$ cat config.mk
export PLATFORM = sky130hd
export DESIGN_NAME = if_fetch_queue_flat
export DESIGN_NICKNAME = d
export VERILOG_FILES = /design/src/rtl/if_fetch_queue_if.sv /design/src/rtl/if_fetch_queue.sv /design/src/flat_wrapper.sv
export SDC_FILE = /design/constraint.sdc
export NUM_CORES = 1
export LEC_CHECK = 0
export CAP_MARGIN = 10
export CELL_PAD_IN_SITES_DETAIL_PLACEMENT = 0
export CELL_PAD_IN_SITES_GLOBAL_PLACEMENT = 1
export CORE_MARGIN = 10
export CORE_UTILIZATION = 41
export DETAILED_ROUTE_END_ITERATION = 16
export GPL_TIMING_DRIVEN = 0
export PLACE_DENSITY_LB_ADDON = 0.1
export SYNTH_ARGS = -nofsm -noshare
export SYNTH_HDL_FRONTEND = slang
export SYNTH_SLANG_ARGS = --single-unit
$ cat constraint.sdc
create_clock -name clk -period 3.5 [get_ports clk]
set_input_delay 0.525 -clock clk [delete_from_list [all_inputs] [get_ports clk]]
set_output_delay 0.525 -clock clk [all_outputs]
set_load 0.01 [all_outputs]
$ cat src/rtl/if_fetch_queue_if.sv
// Fetch-unit bundle: Execute redirect, Decode stall/head outputs, and the imem request/response channels.
// master = fetch queue, slave = surrounding pipeline plus instruction memory.
interface if_fetch_queue_if;
  logic        PCSrcE;
  logic [31:0] PCTargetE;
  logic        StallD;
  logic        imem_req_valid;
  logic        imem_req_ready;
  logic [31:0] imem_req_addr;
  logic        imem_rsp_valid;
  logic [31:0] imem_rsp_data;
  logic        InstrValidF;
  logic [31:0] InstrF;
  logic [31:0] PCF;
  logic [31:0] PCPlus4F;

  modport master (
    input  PCSrcE, PCTargetE, StallD, imem_req_ready, imem_rsp_valid, imem_rsp_data,
    output imem_req_valid, imem_req_addr, InstrValidF, InstrF, PCF, PCPlus4F
  );

  modport slave (
    output PCSrcE, PCTargetE, StallD, imem_req_ready, imem_rsp_valid, imem_rsp_data,
    input  imem_req_valid, imem_req_addr, InstrValidF, InstrF, PCF, PCPlus4F
  );
endinterface

$ cat src/rtl/if_fetch_queue.sv
// Decoupled RV32I fetch: credit-limited imem requests fill a DEPTH-entry {pc,instr} FIFO; req N -> rsp N+1 -> InstrValidF N+2.
// StallD holds the head; requests stop once count+inflight+drop reaches DEPTH and resume the cycle after a pop.
module if_fetch_queue #(
  parameter logic [31:0] RESET_PC = 32'h0000_0000,
  parameter int          DEPTH    = 4
) (
  input  logic             clk,
  input  logic             reset_n,
  if_fetch_queue_if.master bus
);
  localparam int          AW      = $clog2(DEPTH);
  localparam int          CW      = AW + 1;
  localparam logic [CW:0] DEPTH_C = (CW+1)'(DEPTH);

  typedef logic [AW-1:0] ptr_t;
  typedef logic [CW-1:0] cnt_t;

  logic [31:0] fetch_pc;
  logic [31:0] rsp_pc;
  logic [31:0] fifo_pc    [DEPTH];
  logic [31:0] fifo_instr [DEPTH];
  ptr_t        rd_ptr;
  ptr_t        wr_ptr;
  cnt_t        count;
  cnt_t        inflight;
  cnt_t        drop;

  logic [CW:0] credit_used;
  logic [31:0] target;
  logic        redirect;
  logic        req_vld;
  logic        req_fire;
  logic        rsp_take;
  logic        push;
  logic        head_vld;
  logic        pop;
  logic        unused_tgt_lsb;

  always_comb begin
    credit_used = {1'b0, count} + {1'b0, inflight} + {1'b0, drop};
    redirect    = bus.PCSrcE;
    target      = {bus.PCTargetE[31:2], 2'b00};
    req_vld     = reset_n && !redirect && (credit_used < DEPTH_C);
    req_fire    = req_vld && bus.imem_req_ready;
    // A response with nothing owed is a protocol error and is ignored.
    rsp_take    = bus.imem_rsp_valid && ((inflight != '0) || (drop != '0));
    push        = rsp_take && (drop == '0) && !redirect;
    head_vld    = (count != '0) && !redirect;
    pop         = head_vld && !bus.StallD;
  end

  assign unused_tgt_lsb     = ^bus.PCTargetE[1:0];
  assign bus.imem_req_valid = req_vld;
  assign bus.imem_req_addr  = fetch_pc;
  assign bus.InstrValidF    = head_vld;
  assign bus.InstrF         = fifo_instr[rd_ptr];
  assign bus.PCF            = fifo_pc[rd_ptr];
  assign bus.PCPlus4F       = fifo_pc[rd_ptr] + 32'd4;

  always_ff @(posedge clk or negedge reset_n) begin
    if (!reset_n) begin
      fetch_pc <= RESET_PC;
      rsp_pc   <= RESET_PC;
      rd_ptr   <= '0;
      wr_ptr   <= '0;
      count    <= '0;
      inflight <= '0;
      drop     <= '0;
    end else if (redirect) begin
      // Everything still owed becomes stale, minus the response consumed this cycle.
      fetch_pc <= target;
      rsp_pc   <= target;
      rd_ptr   <= '0;
      wr_ptr   <= '0;
      count    <= '0;
      inflight <= '0;
      drop     <= drop + inflight - cnt_t'(rsp_take);
    end else begin
      if (req_fire) fetch_pc <= fetch_pc + 32'd4;
      if (rsp_take && (drop != '0)) drop <= drop - cnt_t'(1);
      if (push) begin
        rsp_pc <= rsp_pc + 32'd4;
        wr_ptr <= wr_ptr + ptr_t'(1);
      end
      if (pop) rd_ptr <= rd_ptr + ptr_t'(1);
      inflight <= inflight + cnt_t'(req_fire) - cnt_t'(push);
      count    <= count + cnt_t'(push) - cnt_t'(pop);
    end
  end

  // Storage is reset so the head reads RESET_PC / 0 straight out of reset.
  always_ff @(posedge clk or negedge reset_n) begin
    if (!reset_n) begin
      for (int i = 0; i < DEPTH; i++) begin
        fifo_pc[i]    <= RESET_PC;
        fifo_instr[i] <= '0;
      end
    end else if (push) begin
      fifo_pc[wr_ptr]    <= rsp_pc;
      fifo_instr[wr_ptr] <= bus.imem_rsp_data;
    end
  end
endmodule

$ cat src/flat_wrapper.sv
// flat-port wrapper written by rule: the top's interface ports become plain ports
module if_fetch_queue_flat 
#(
  parameter logic [31:0] RESET_PC = 32'h0000_0000,
  parameter int          DEPTH    = 4
)
  (clk, reset_n, bus_PCSrcE, bus_PCTargetE, bus_StallD, bus_imem_req_ready, bus_imem_rsp_valid, bus_imem_rsp_data, bus_imem_req_valid, bus_imem_req_addr, bus_InstrValidF, bus_InstrF, bus_PCF, bus_PCPlus4F);
  if_fetch_queue_if bus_i ();
  input  logic clk;
  input  logic reset_n;
  input wire logic [$bits(bus_i.PCSrcE)-1:0] bus_PCSrcE;
  input wire logic [$bits(bus_i.PCTargetE)-1:0] bus_PCTargetE;
  input wire logic [$bits(bus_i.StallD)-1:0] bus_StallD;
  input wire logic [$bits(bus_i.imem_req_ready)-1:0] bus_imem_req_ready;
  input wire logic [$bits(bus_i.imem_rsp_valid)-1:0] bus_imem_rsp_valid;
  input wire logic [$bits(bus_i.imem_rsp_data)-1:0] bus_imem_rsp_data;
  output wire logic [$bits(bus_i.imem_req_valid)-1:0] bus_imem_req_valid;
  output wire logic [$bits(bus_i.imem_req_addr)-1:0] bus_imem_req_addr;
  output wire logic [$bits(bus_i.InstrValidF)-1:0] bus_InstrValidF;
  output wire logic [$bits(bus_i.InstrF)-1:0] bus_InstrF;
  output wire logic [$bits(bus_i.PCF)-1:0] bus_PCF;
  output wire logic [$bits(bus_i.PCPlus4F)-1:0] bus_PCPlus4F;
  assign bus_i.PCSrcE = bus_PCSrcE;
  assign bus_i.PCTargetE = bus_PCTargetE;
  assign bus_i.StallD = bus_StallD;
  assign bus_i.imem_req_ready = bus_imem_req_ready;
  assign bus_i.imem_rsp_valid = bus_imem_rsp_valid;
  assign bus_i.imem_rsp_data = bus_imem_rsp_data;
  assign bus_imem_req_valid = bus_i.imem_req_valid;
  assign bus_imem_req_addr = bus_i.imem_req_addr;
  assign bus_InstrValidF = bus_i.InstrValidF;
  assign bus_InstrF = bus_i.InstrF;
  assign bus_PCF = bus_i.PCF;
  assign bus_PCPlus4F = bus_i.PCPlus4F;
  if_fetch_queue #(.RESET_PC(RESET_PC), .DEPTH(DEPTH)) u_core (.clk(clk), .reset_n(reset_n), .bus(bus_i));
endmodule
==> run summary, run 1 <==
Synth area leaders - dfrtp_1, mux2_2, mux4_2
Synth unique cells - 57
Post-route antenna net violation count - 0
Reg2reg setup slack - 0.07 ns
Vias per cell - 5.377
DR pass1 iterations - 5
Commonest non-fill, non-tap cell in the layout - dfrtp_1
Slew headroom - 0.1980
Final setup margin - -0.03172 ns
CP arrival - 3.01 ns
Crit-path slowest cell - mux4_2
Layout area overhead - 28.88%
Worst setup path category - flop to primary output
Synthesis warning total - 0
Clock Latency Late Sink - 0.53 ns
Hold Crit Class - flop to flop
Post-synth top area cell - dfrtp_1
Worst Hold Launch - u_core.fifo_instr[49]
Top cell type's share of synthesized area - 0.5132
Ports - 200
Post-Layout Cell Count - 2005
Die Height - 215.4 µm
Sink Count - 321
Largest net degree at the start of global routing - 89
Routability congestion estimate - 0.8110
Worst path max stage delay - 0.61 ns
Final number of max-transition violations - 0
H-tree levels - 2
Cells on worst reg2reg path - 14
CP startpoint kind - flop
Clk root buf - clkbuf_16
Starting density of the core - 0.4156
Number of global-route vias before repair - 11170
Actual slew at the worst max-slew pin - 1.184 ns
Die area - 46390 µm²
Final hold violation count - 0
Unrepaired setup endpoints after global routing - true
Area of the core - 37670 µm²
Register area share after synthesis - 0.5132
Ratio of cells with drive above 1 in the final layout - 0.3414
Failing checks - setup timing
Final Cycle Share - 1.009
Status - complete, but fails checks
Drt total wl - 43.00 mm
CTS Buf Count - 38
Synthesized area - 15650 µm²
Crit path cell chain - buf_12 > buf_12 > mux4_2 > buf_6 > ha_4 > and3_4 > nor4b_4 > buf_4 > buf_6 > nand3_2 > xnor2_1 > buf_2
Final setup viols - 2
Antenna fix cells - 0
Pleak - 9.172 nW
Tmin final - 3.532 ns
WHS Endpoint - u_core.fifo_instr[49]
Port Buffers - 191
Number of synthesized flops with an enable pin - 0
CTS max path bufs - 3
Syn Inst Count - 1175
CTS tree - done
WL/cell - 21.44 µm
Gr usage total - 0.1817
Synth Register Bits - 321
Initial antenna violation count - 0
Asr flop ratio synth - 1.000
Final hold slack - 0.4995 ns
Hold path cells - 1
Placed cells - 1885
Total grt overflow - 0
Commonest non-fill, non-tap cells in the layout - dfrtp_1, mux2_2, clkdlybuf4s50_1, nand2_1, mux4_2
Crit path max fanout - 6
DRC viols - 0
Final #Nets - 1564
Die width - 215.4 µm
Max Freq - 0.2831 GHz
Dominant synthesized flop cell - dfrtp_1
Vias - 10780
FP Rows - 71
Reg2reg start - u_core.inflight[1]
Worst EP required - 2.97 ns
Initial DRC Count - 546
First-pass GRT wire length - 67.09 mm
CP endpoint kind - primary output
Max-cap violations - 0
Setup Skew - 0.01015 ns
Power per cell area - 599.2 nW/µm²
Peak supply drop - 319.9 µV
Worst-path clk slew - 0.06 ns
Syn_area_per_cell - 13.32 µm²
Detailed Place HPWL - 30.00 mm
RR Endpoint - u_core.inflight[2]
## flip-flops by register name (all words and copies together) (netlist names)
signal	count
u_core.fifo_instr	128
u_core.drop	3
u_core.fifo_pc	120
u_core.rd_ptr	2
u_core.inflight	3
u_core.wr_ptr	2
u_core.rsp_pc	30
u_core.bus.imem_req_addr	30
u_core.count	3
## final cells by class
class	instances	area, µm²
buffer	72	411.6
clock inverter	8	143.9
fill	3269	17490
inverter	31	123.9
tap	511	639.4
timing repair buffer	252	2456
clock buffer	56	1110
multi-input combinational	754	7253
sequential	321	8035
## how the worst max path moves through the flow
stage                        from                 end  slack, ns  depth (start not counted)
2_1_floorplan  u_core.inflight[1]  u_core.inflight[2]       0.01                         14
3_3_place_gp              reset_n  u_core.inflight[1]     -13.92                          1
3_5_place_dp              reset_n  u_core.inflight[2]      -0.57                         13
4_1_cts          u_core.rd_ptr[0]    bus_PCPlus4F[30]      -0.09                         12
5_1_grt          u_core.rd_ptr[0]    bus_PCPlus4F[22]      -0.11                         11
6_report         u_core.rd_ptr[0]    bus_PCPlus4F[30]      -0.03                         12
## timing repair
item / CTS / global route
setup buffers: 23 / 29
resized for setup: 113 / 42
gates cloned: 0 / 1
setup endpoints to repair: 74 / 50
pin swaps: 10 / 21
hold buffers: 4 / 0
hold endpoints to repair: 24 / 0
## critical path, delay by kind of cell, from the launching register on
kind / cells / cell delay (ns)
xor+xnor: 1 / 0.11
fa+ha+maj: 1 / 0.16
buf+inv: 6 / 0.87
flops: 1 / 0.41
mux: 1 / 0.61
simple gates: 3 / 0.31
## cells in the mapped netlist, types with 10 or more instances
library cell and instances:
dfrtp_1 321, mux2_2 251, nand2_1 75, o21ai_0 50
mux4_2 49, xnor2_1 38, clkbuf_1 37, nand3_1 36
nor2_1 30, inv_1 29, xor2_1 27, nand4_1 21
ha_1 18, o311ai_0 17, and3_1 16, buf_2 15
nor3_1 14, a31oi_1 13, mux4_1 13, and2_1 11
buf_1 11, a21oi_1 10
## cell families (layout without fill, tap and decap cells)
| family | Yosys count | after routing | synth area share |
|---|---|---|---|
| flip-flops | 321 | 321 | 0.5132 |
| multiplexers | 315 | 315 | 0.2742 |
| AND/OR/NAND/NOR | 232 | 232 | 0.07834 |
| AO/OA/AOI/OAI | 112 | 112 | 0.04532 |
| buffers and inverters | 105 | 419 | 0.03029 |
| XOR/XNOR | 65 | 65 | 0.03637 |
| adder cells (fa/ha/maj) | 24 | 24 | 0.02206 |
| other | 1 | 6 | 0.0002396 |
## routing by layer
| layer | share of wire | GRT usage | up-vias |
|---|---|---|---|
| met3 | 0.047 | 0.03469 | 44 |
| met1 | 0.46 | 0.2519 | 5597 |
| met2 | 0.47 | 0.2916 | 234 |
| met4 | 0.014 | 0.03778 | 0 |
| met5 | 0 | 0 | - |
| li1 | - | - | 4905 |
## per-stage QoR
step / cell area [µm²] / setup TNS [ns] / power [mW] / utilization / setup slack (ns)
2_1_floorplan: 15680 / 0 / 6.292 / - / 0.01239
3_3_place_gp: 18230 / -4438.44 / 7.962 / 0.4840 / -13.92
3_5_place_dp: 18320 / -18.07 / 7.989 / 0.4863 / -0.5663
4_1_cts: 19870 / -0.2601 / 12.14 / 0.5275 / -0.08643
5_1_grt: 20170 / -0.7537 / 12.71 / 0.5356 / -0.1135
6_report: 20170 / -0.03751 / 12.09 / 0.5356 / -0.03172
## where the power goes
| part | leakage [nW] | total, mW | internal [mW] | switching [mW] |
|---|---|---|---|---|
| Sequential | 4.35 | 4.48 | 4.14 | 0.345 |
| Clock | 0.616 | 3.99 | 2.48 | 1.52 |
| Combinational | 4.21 | 3.61 | 2.00 | 1.61 |
| Total | 9.17 | 12.1 | 8.61 | 3.47 |
(Power assumes the default switching activity.)
==> run 2, diff against run 1 <==
--- a/config.mk
+++ b/config.mk
@@ -7,5 +7,5 @@
 export LEC_CHECK = 0
 export CAP_MARGIN = 10
-export CELL_PAD_IN_SITES_DETAIL_PLACEMENT = 0
+export CELL_PAD_IN_SITES_DETAIL_PLACEMENT = 1
 export CELL_PAD_IN_SITES_GLOBAL_PLACEMENT = 1
 export CORE_MARGIN = 10
@@ -14,4 +14,5 @@
 export GPL_TIMING_DRIVEN = 0
 export PLACE_DENSITY_LB_ADDON = 0.1
+export SETUP_SLACK_MARGIN = 0.3
 export SYNTH_ARGS = -nofsm -noshare
 export SYNTH_HDL_FRONTEND = slang
==> constraint.sdc (replaced) <==
create_clock -name clk -period 3.5 [get_ports clk]
set_input_delay 0.525 -clock clk [delete_from_list [all_inputs] [get_ports clk]]
set_output_delay 0.525 -clock clk [all_outputs]
set_load 0.05 [all_outputs]
==> run 2 against run 1 <==
  * The flow still finishes with violations (setup timing)
  * Die area stayed put
  * Setup slack worse by 0.015 ns
  * Flip-flop and latch count stayed put
  * Critical endpoint is now bus_PCPlus4F[26]
  * Design area is 5.2% higher
  * Critical path type unchanged
  * Clock-buffer cell count is 1 lower
  * Cell count is 0.40% higher
  * Critical path depth is 2 lower
  * Worst hold slack worse by 0.43 ns
==> run summary, run 2 (synthesis gave the netlist of run 1 again) <==
Peak supply drop - 427.6 µV
Crit path max fanout - 7
Ratio of cells with drive above 1 in the final layout - 0.4294
Port Buffers - 191
Ports - 200
Post-route antenna net violation count - 0
Final hold slack - 0.06531 ns
Final setup margin - -0.04679 ns
Slew headroom - 0.02570
Hold Crit Class - primary input to async pin
Worst setup path category - flop to primary output
DR pass1 iterations - 5
Die area - 46390 µm²
Actual slew at the worst max-slew pin - 1.449 ns
Total grt overflow - 0
Placed cells - 1885
Die width - 215.4 µm
First-pass GRT wire length - 72.40 mm
Pleak - 9.856 nW
Vias per cell - 5.524
Post-Layout Cell Count - 2013
Biggest register - u_core.fifo_instr
Worst EP required - 2.97 ns
Power per cell area - 657.5 nW/µm²
Commonest non-fill, non-tap cells in the layout - dfrtp_1, mux2_2, clkdlybuf4s50_1, nand2_1, mux4_2
Max-cap violations - 0
Failing checks - setup timing
Gr usage total - 0.1981
Detailed Place HPWL - 31.78 mm
Final #Nets - 1574
Setup crit start - u_core.rd_ptr[0]
Final setup viols - 9
Final Power - 13.96 mW
Final hold violation count - 0
Status - complete, but fails checks
CTS tree - done
Area of the core - 37670 µm²
Clock Latency Late Sink - 0.54 ns
Die Height - 215.4 µm
Routability congestion estimate - 0.7934
Vias - 11120
Unrepaired setup endpoints after global routing - true
Fillers - 3741
CTS Buf Count - 37
Drt total wl - 48.52 mm
Layout area overhead - 35.63%
Initial antenna violation count - 0
Tmin final - 3.547 ns
H-tree levels - 2
Sink Count - 321
Commonest non-fill, non-tap cell in the layout - dfrtp_1
CTS max path bufs - 3
Largest registers - u_core.fifo_instr: 128 flops, u_core.fifo_pc: 120 flops
Max reg flops - 128
WL/cell - 24.10 µm
CP arrival - 3.02 ns
Setup Skew - 0.02110 ns
Starting density of the core - 0.4156
Final number of max-transition violations - 0
Reg2reg start - u_core.inflight[1]
Worst-path clk slew - 0.06 ns
Register Area - 8034 µm²
Final Cycle Share - 1.013
CP endpoint kind - primary output
CP startpoint kind - flop
Max Freq - 0.2819 GHz
FP Rows - 71
Multi-input logic area - 8050 µm²
Number of global-route vias before repair - 12060
DRC viols - 0
Initial DRC Count - 557
Largest net degree at the start of global routing - 121
Clk root buf - clkbuf_16
Antenna fix cells - 0
Setup TNS - -0.2443 ns
## run 2: what timing repair did
action                     in CTS  in global routing
hold buffers                    2                  0
hold endpoints to repair       40                  0
resized for setup             378                148
cloned                          2                  5
setup endpoints to repair     140                248
pin swaps                      37                 50
buffers inserted               33                 25
## run 2: worst paths after layout
kind | endpoint | slack, ns | cells past startpoint
max | bus_PCPlus4F[26] | -0.05 | 10
min | u_core.fifo_pc[116] | 0.07 | 2
max reg2reg | u_core.bus.imem_req_addr[27] | 0.05 | 13
min reg2reg | u_core.fifo_instr[60] | 0.50 | 1
max in group asynchronous | u_core.fifo_pc[67] | 2.67 | 3
min in group clk | u_core.fifo_instr[60] | 0.50 | 1
## run 2: area by class of cell
class,instances,area share
Multi-Input combinational cell,754,0.3792
Clock inverter,6,0.003772
Clock buffer,55,0.05104
Inverter,31,0.005953
Sequential cell,321,0.3784
Buffer,74,0.02505
Timing Repair Buffer,261,0.1264
Tap cell,511,0.03012
## run 2: critical path, stage by stage, from the launching register on
cell and delay, ns:
dfrtp_1 0.42, buf_12 0.17, buf_12 0.14, mux4_2 0.43
ha_4 0.16, and3_4 0.17, nor4b_4 0.23, buf_4 0.19
nand4_1 0.21, xnor2_4 0.19, buf_6 0.18
## run 2: power breakdown
group	switching, mW	total [mW]	internal, mW	leakage (nW)
sequential	0.398	4.53	4.14	4.35
combinational	3.42	5.63	2.21	4.93
clock	1.52	3.79	2.27	0.575
total	5.34	14.0	8.62	9.86
## run 2: through the flow
step / area (µm²) / utilization / worst slack, ns
global route: 21230 / 0.5636 / -0.1786
finish: 21230 / 0.5636 / -0.04679
CTS: 20330 / 0.5396 / -0.1009
floorplan: 15870 / - / 0.09347
detailed placement: 18510 / 0.4914 / -0.6305
global placement: 18420 / 0.4890 / -13.79
## run 2: per-layer routing
| layer | wire length, µm | vias up | GRT usage |
|---|---|---|---|
| met2 | 24180 | 269 | 0.3310 |
| li1 | - | 4903 | - |
| met5 | 0 | - | 0 |
| met4 | 935 | 0 | 0.04506 |
| met3 | 2004 | 75 | 0.03860 |
| met1 | 21390 | 5873 | 0.2615 |
==> run 3, diff against run 2 <==
- CORE_MARGIN: 10 -> default
- GPL_TIMING_DRIVEN: 0 -> default
==> run 3 against run 2 <==
  * Sequential power about the same
  * Clock power is 5% lower
  * Wire length shrank 15%
  * Critical endpoint is now bus_PCPlus4F[31]
  * Critical path type unchanged
  * The flow still finishes with violations (setup timing)
  * Via count fell by 4.1%
  * Non-clock buffer count is 55 lower
  * Clock-buffer cell count is the same
  * Die area decreased by 16%
  * Register-to-register slack better by 0.22 ns
  * Global-route usage up 1.9 points
==> run summary, run 3 (synthesis gave the netlist of run 1 again) <==
Largest registers - u_core.fifo_instr: 128 flops, u_core.fifo_pc: 120 flops
Vias - 10660
Die width - 197.4 µm
Worst EP required - 2.97 ns
Tmin final - 3.531 ns
Final hold violation count - 0
Unrepaired setup endpoints after global routing - true
Post-Layout Cell Count - 1958
FP Rows - 71
Initial antenna violation count - 0
Worst setup path category - flop to primary output
CP arrival - 3.01 ns
Starting density of the core - 0.4165
Max-cap violations - 0
Drt total wl - 41.44 mm
Commonest non-fill, non-tap cells in the layout - dfrtp_1, mux2_2, clkdlybuf4s50_1, nand2_1, mux4_2
Number of global-route vias before repair - 11420
CP startpoint kind - flop
Final setup viols - 4
Max reg flops - 128
Total grt overflow - 0
Clk root buf - clkbuf_16
H-tree levels - 2
Die area - 38960 µm²
Max Freq - 0.2832 GHz
Failing checks - setup timing
Ratio of cells with drive above 1 in the final layout - 0.4191
Final Cycle Share - 1.009
Post-route cell area - 20780 µm²
Crit path cell chain - buf_4 > mux4_2 > and4_4 > and2_4 > nand4_1 > xnor2_2 > buf_12
Commonest non-fill, non-tap cell in the layout - dfrtp_1
Hold Crit Class - primary input to flop
Routability congestion estimate - 0.7753
Final number of max-transition violations - 0
Pleak - 9.665 nW
DRC viols - 0
P_int - 8.655 mW
Power per cell area - 663.8 nW/µm²
Detailed Place HPWL - 26.76 mm
Ports - 200
Post-route antenna net violation count - 0
Crit path max fanout - 9
Peak supply drop - 378.6 µV
Placed cells - 1843
Clock Latency Late Sink - 0.51 ns
Worst path max stage delay - 0.57 ns
CP endpoint kind - primary output
Switch share - 0.3727
Biggest register - u_core.fifo_instr
Final hold slack - 0.4390 ns
Clock power frac - 0.261
Final setup margin - -0.03101 ns
Slew headroom - 0.02601
CTS max path bufs - 3
First-pass GRT wire length - 66.01 mm
Crit-path slowest cell - dfrtp_4
Worst-path clk slew - 0.06 ns
Area of the core - 37580 µm²
Reg power frac - 0.329
Gr usage total - 0.2172
Setup Skew - 0.01498 ns
Sink Count - 321
Initial DRC Count - 472
Logic pwr share - 0.411
Net Sw Power - 5.142 mW
Largest net degree at the start of global routing - 167
DP Area - 18730 µm²
CTS tree - done
Port Buffers - 191
Final #Nets - 1518
WL/cell - 21.16 µm
Actual slew at the worst max-slew pin - 1.456 ns
Vias per cell - 5.446
Die Height - 197.4 µm
Setup TNS - -0.09964 ns
DR pass1 iterations - 4
Layout area overhead - 32.79%
Status - complete, but fails checks
CTS Buf Count - 36
-- run 3: cell types whose count changed in the layout (fill, tap and decap cells not counted), sizes merged, moves of 2 or more --
cell / before / now
clkbuf: 101 / 83
clkdlybuf4s15: 2 / 0
dlymetal6s2s: 3 / 11
buf: 129 / 120
clkdlybuf4s50: 109 / 103
bufinv: 2 / 0
dlygate4sd2: 45 / 16
-- run 3: path summary, 6_finish.rpt --
kind	cells after the start	to	slack, ns	start
setup / recovery	7	bus_PCPlus4F[31]	-0.03	u_core.rd_ptr[0]
hold / removal	2	u_core.count[0]	0.44	bus_PCSrcE
setup reg to reg	11	u_core.bus.imem_req_addr[7]	0.27	u_core.inflight[1]
hold reg to reg	1	u_core.fifo_instr[13]	0.50	u_core.fifo_instr[13]
max in group asynchronous	3	u_core.fifo_instr[73]	1.78	reset_n
min in group asynchronous	2	u_core.fifo_pc[20]	0.48	reset_n
-- run 3: power groups by stage --
stage	sequential [mW]	clock (mW)	combinational (mW)
3_3_place_gp	4.60	0	5.24
6_report	4.53	3.60	5.66
5_1_grt	4.60	3.85	5.98
4_1_cts	4.51	3.72	5.48
3_5_place_dp	4.61	0	5.30
2_1_floorplan	4.63	0	3.32
-- run 3: cell type report --
class | count | area (µm²)
fillers | 3652 | 16790
flip-flops and latches | 321 | 8039
multi-input cells | 754 | 7754
repair buffers | 280 | 3108
clock buffers | 55 | 1094
well taps | 511 | 639.4
inverters | 31 | 121.4
clock inverters | 5 | 27.53
diodes | 1 | 2.502
-- run 3: through the flow --
step / setup WS (ns) / utilization / power, mW
after global placement: 0.1466 / 0.4984 / 9.836
final: -0.03101 / 0.5531 / 13.80
after floorplan: 0.09347 / - / 7.957
after CTS: -0.05555 / 0.5403 / 13.71
after global routing: -0.1752 / 0.5531 / 14.42
after detailed placement: 0.05252 / 0.4984 / 9.908
-- run 3: critical path: cells and delay by family (launching register included) --
kind / cells / cell delay [ns]
DFF: 1 / 0.57
muxes: 1 / 0.49
xor gates and xnor gates: 1 / 0.26
buffers and inverters: 2 / 0.35
and+or+nand+nor: 3 / 0.82
-- run 3: layer usage --
metal | GRT usage | part of all wire | wire length, µm
met3 | 0.02407 | 0.032 | 1309
met5 | 0 | 0 | 0
met4 | 0.04651 | 0.018 | 746
met2 | 0.3478 | 0.48 | 19890
met1 | 0.3187 | 0.47 | 19490
-- run 3: what timing repair did --
action                     in CTS  in global routing
gates cloned                    3                  2
pin swaps                      17                 40
setup buffers                  31                 17
resized for setup             110                162
setup endpoints to repair     119                 70
hold buffers                    1                  0
hold endpoints to repair       23                  0
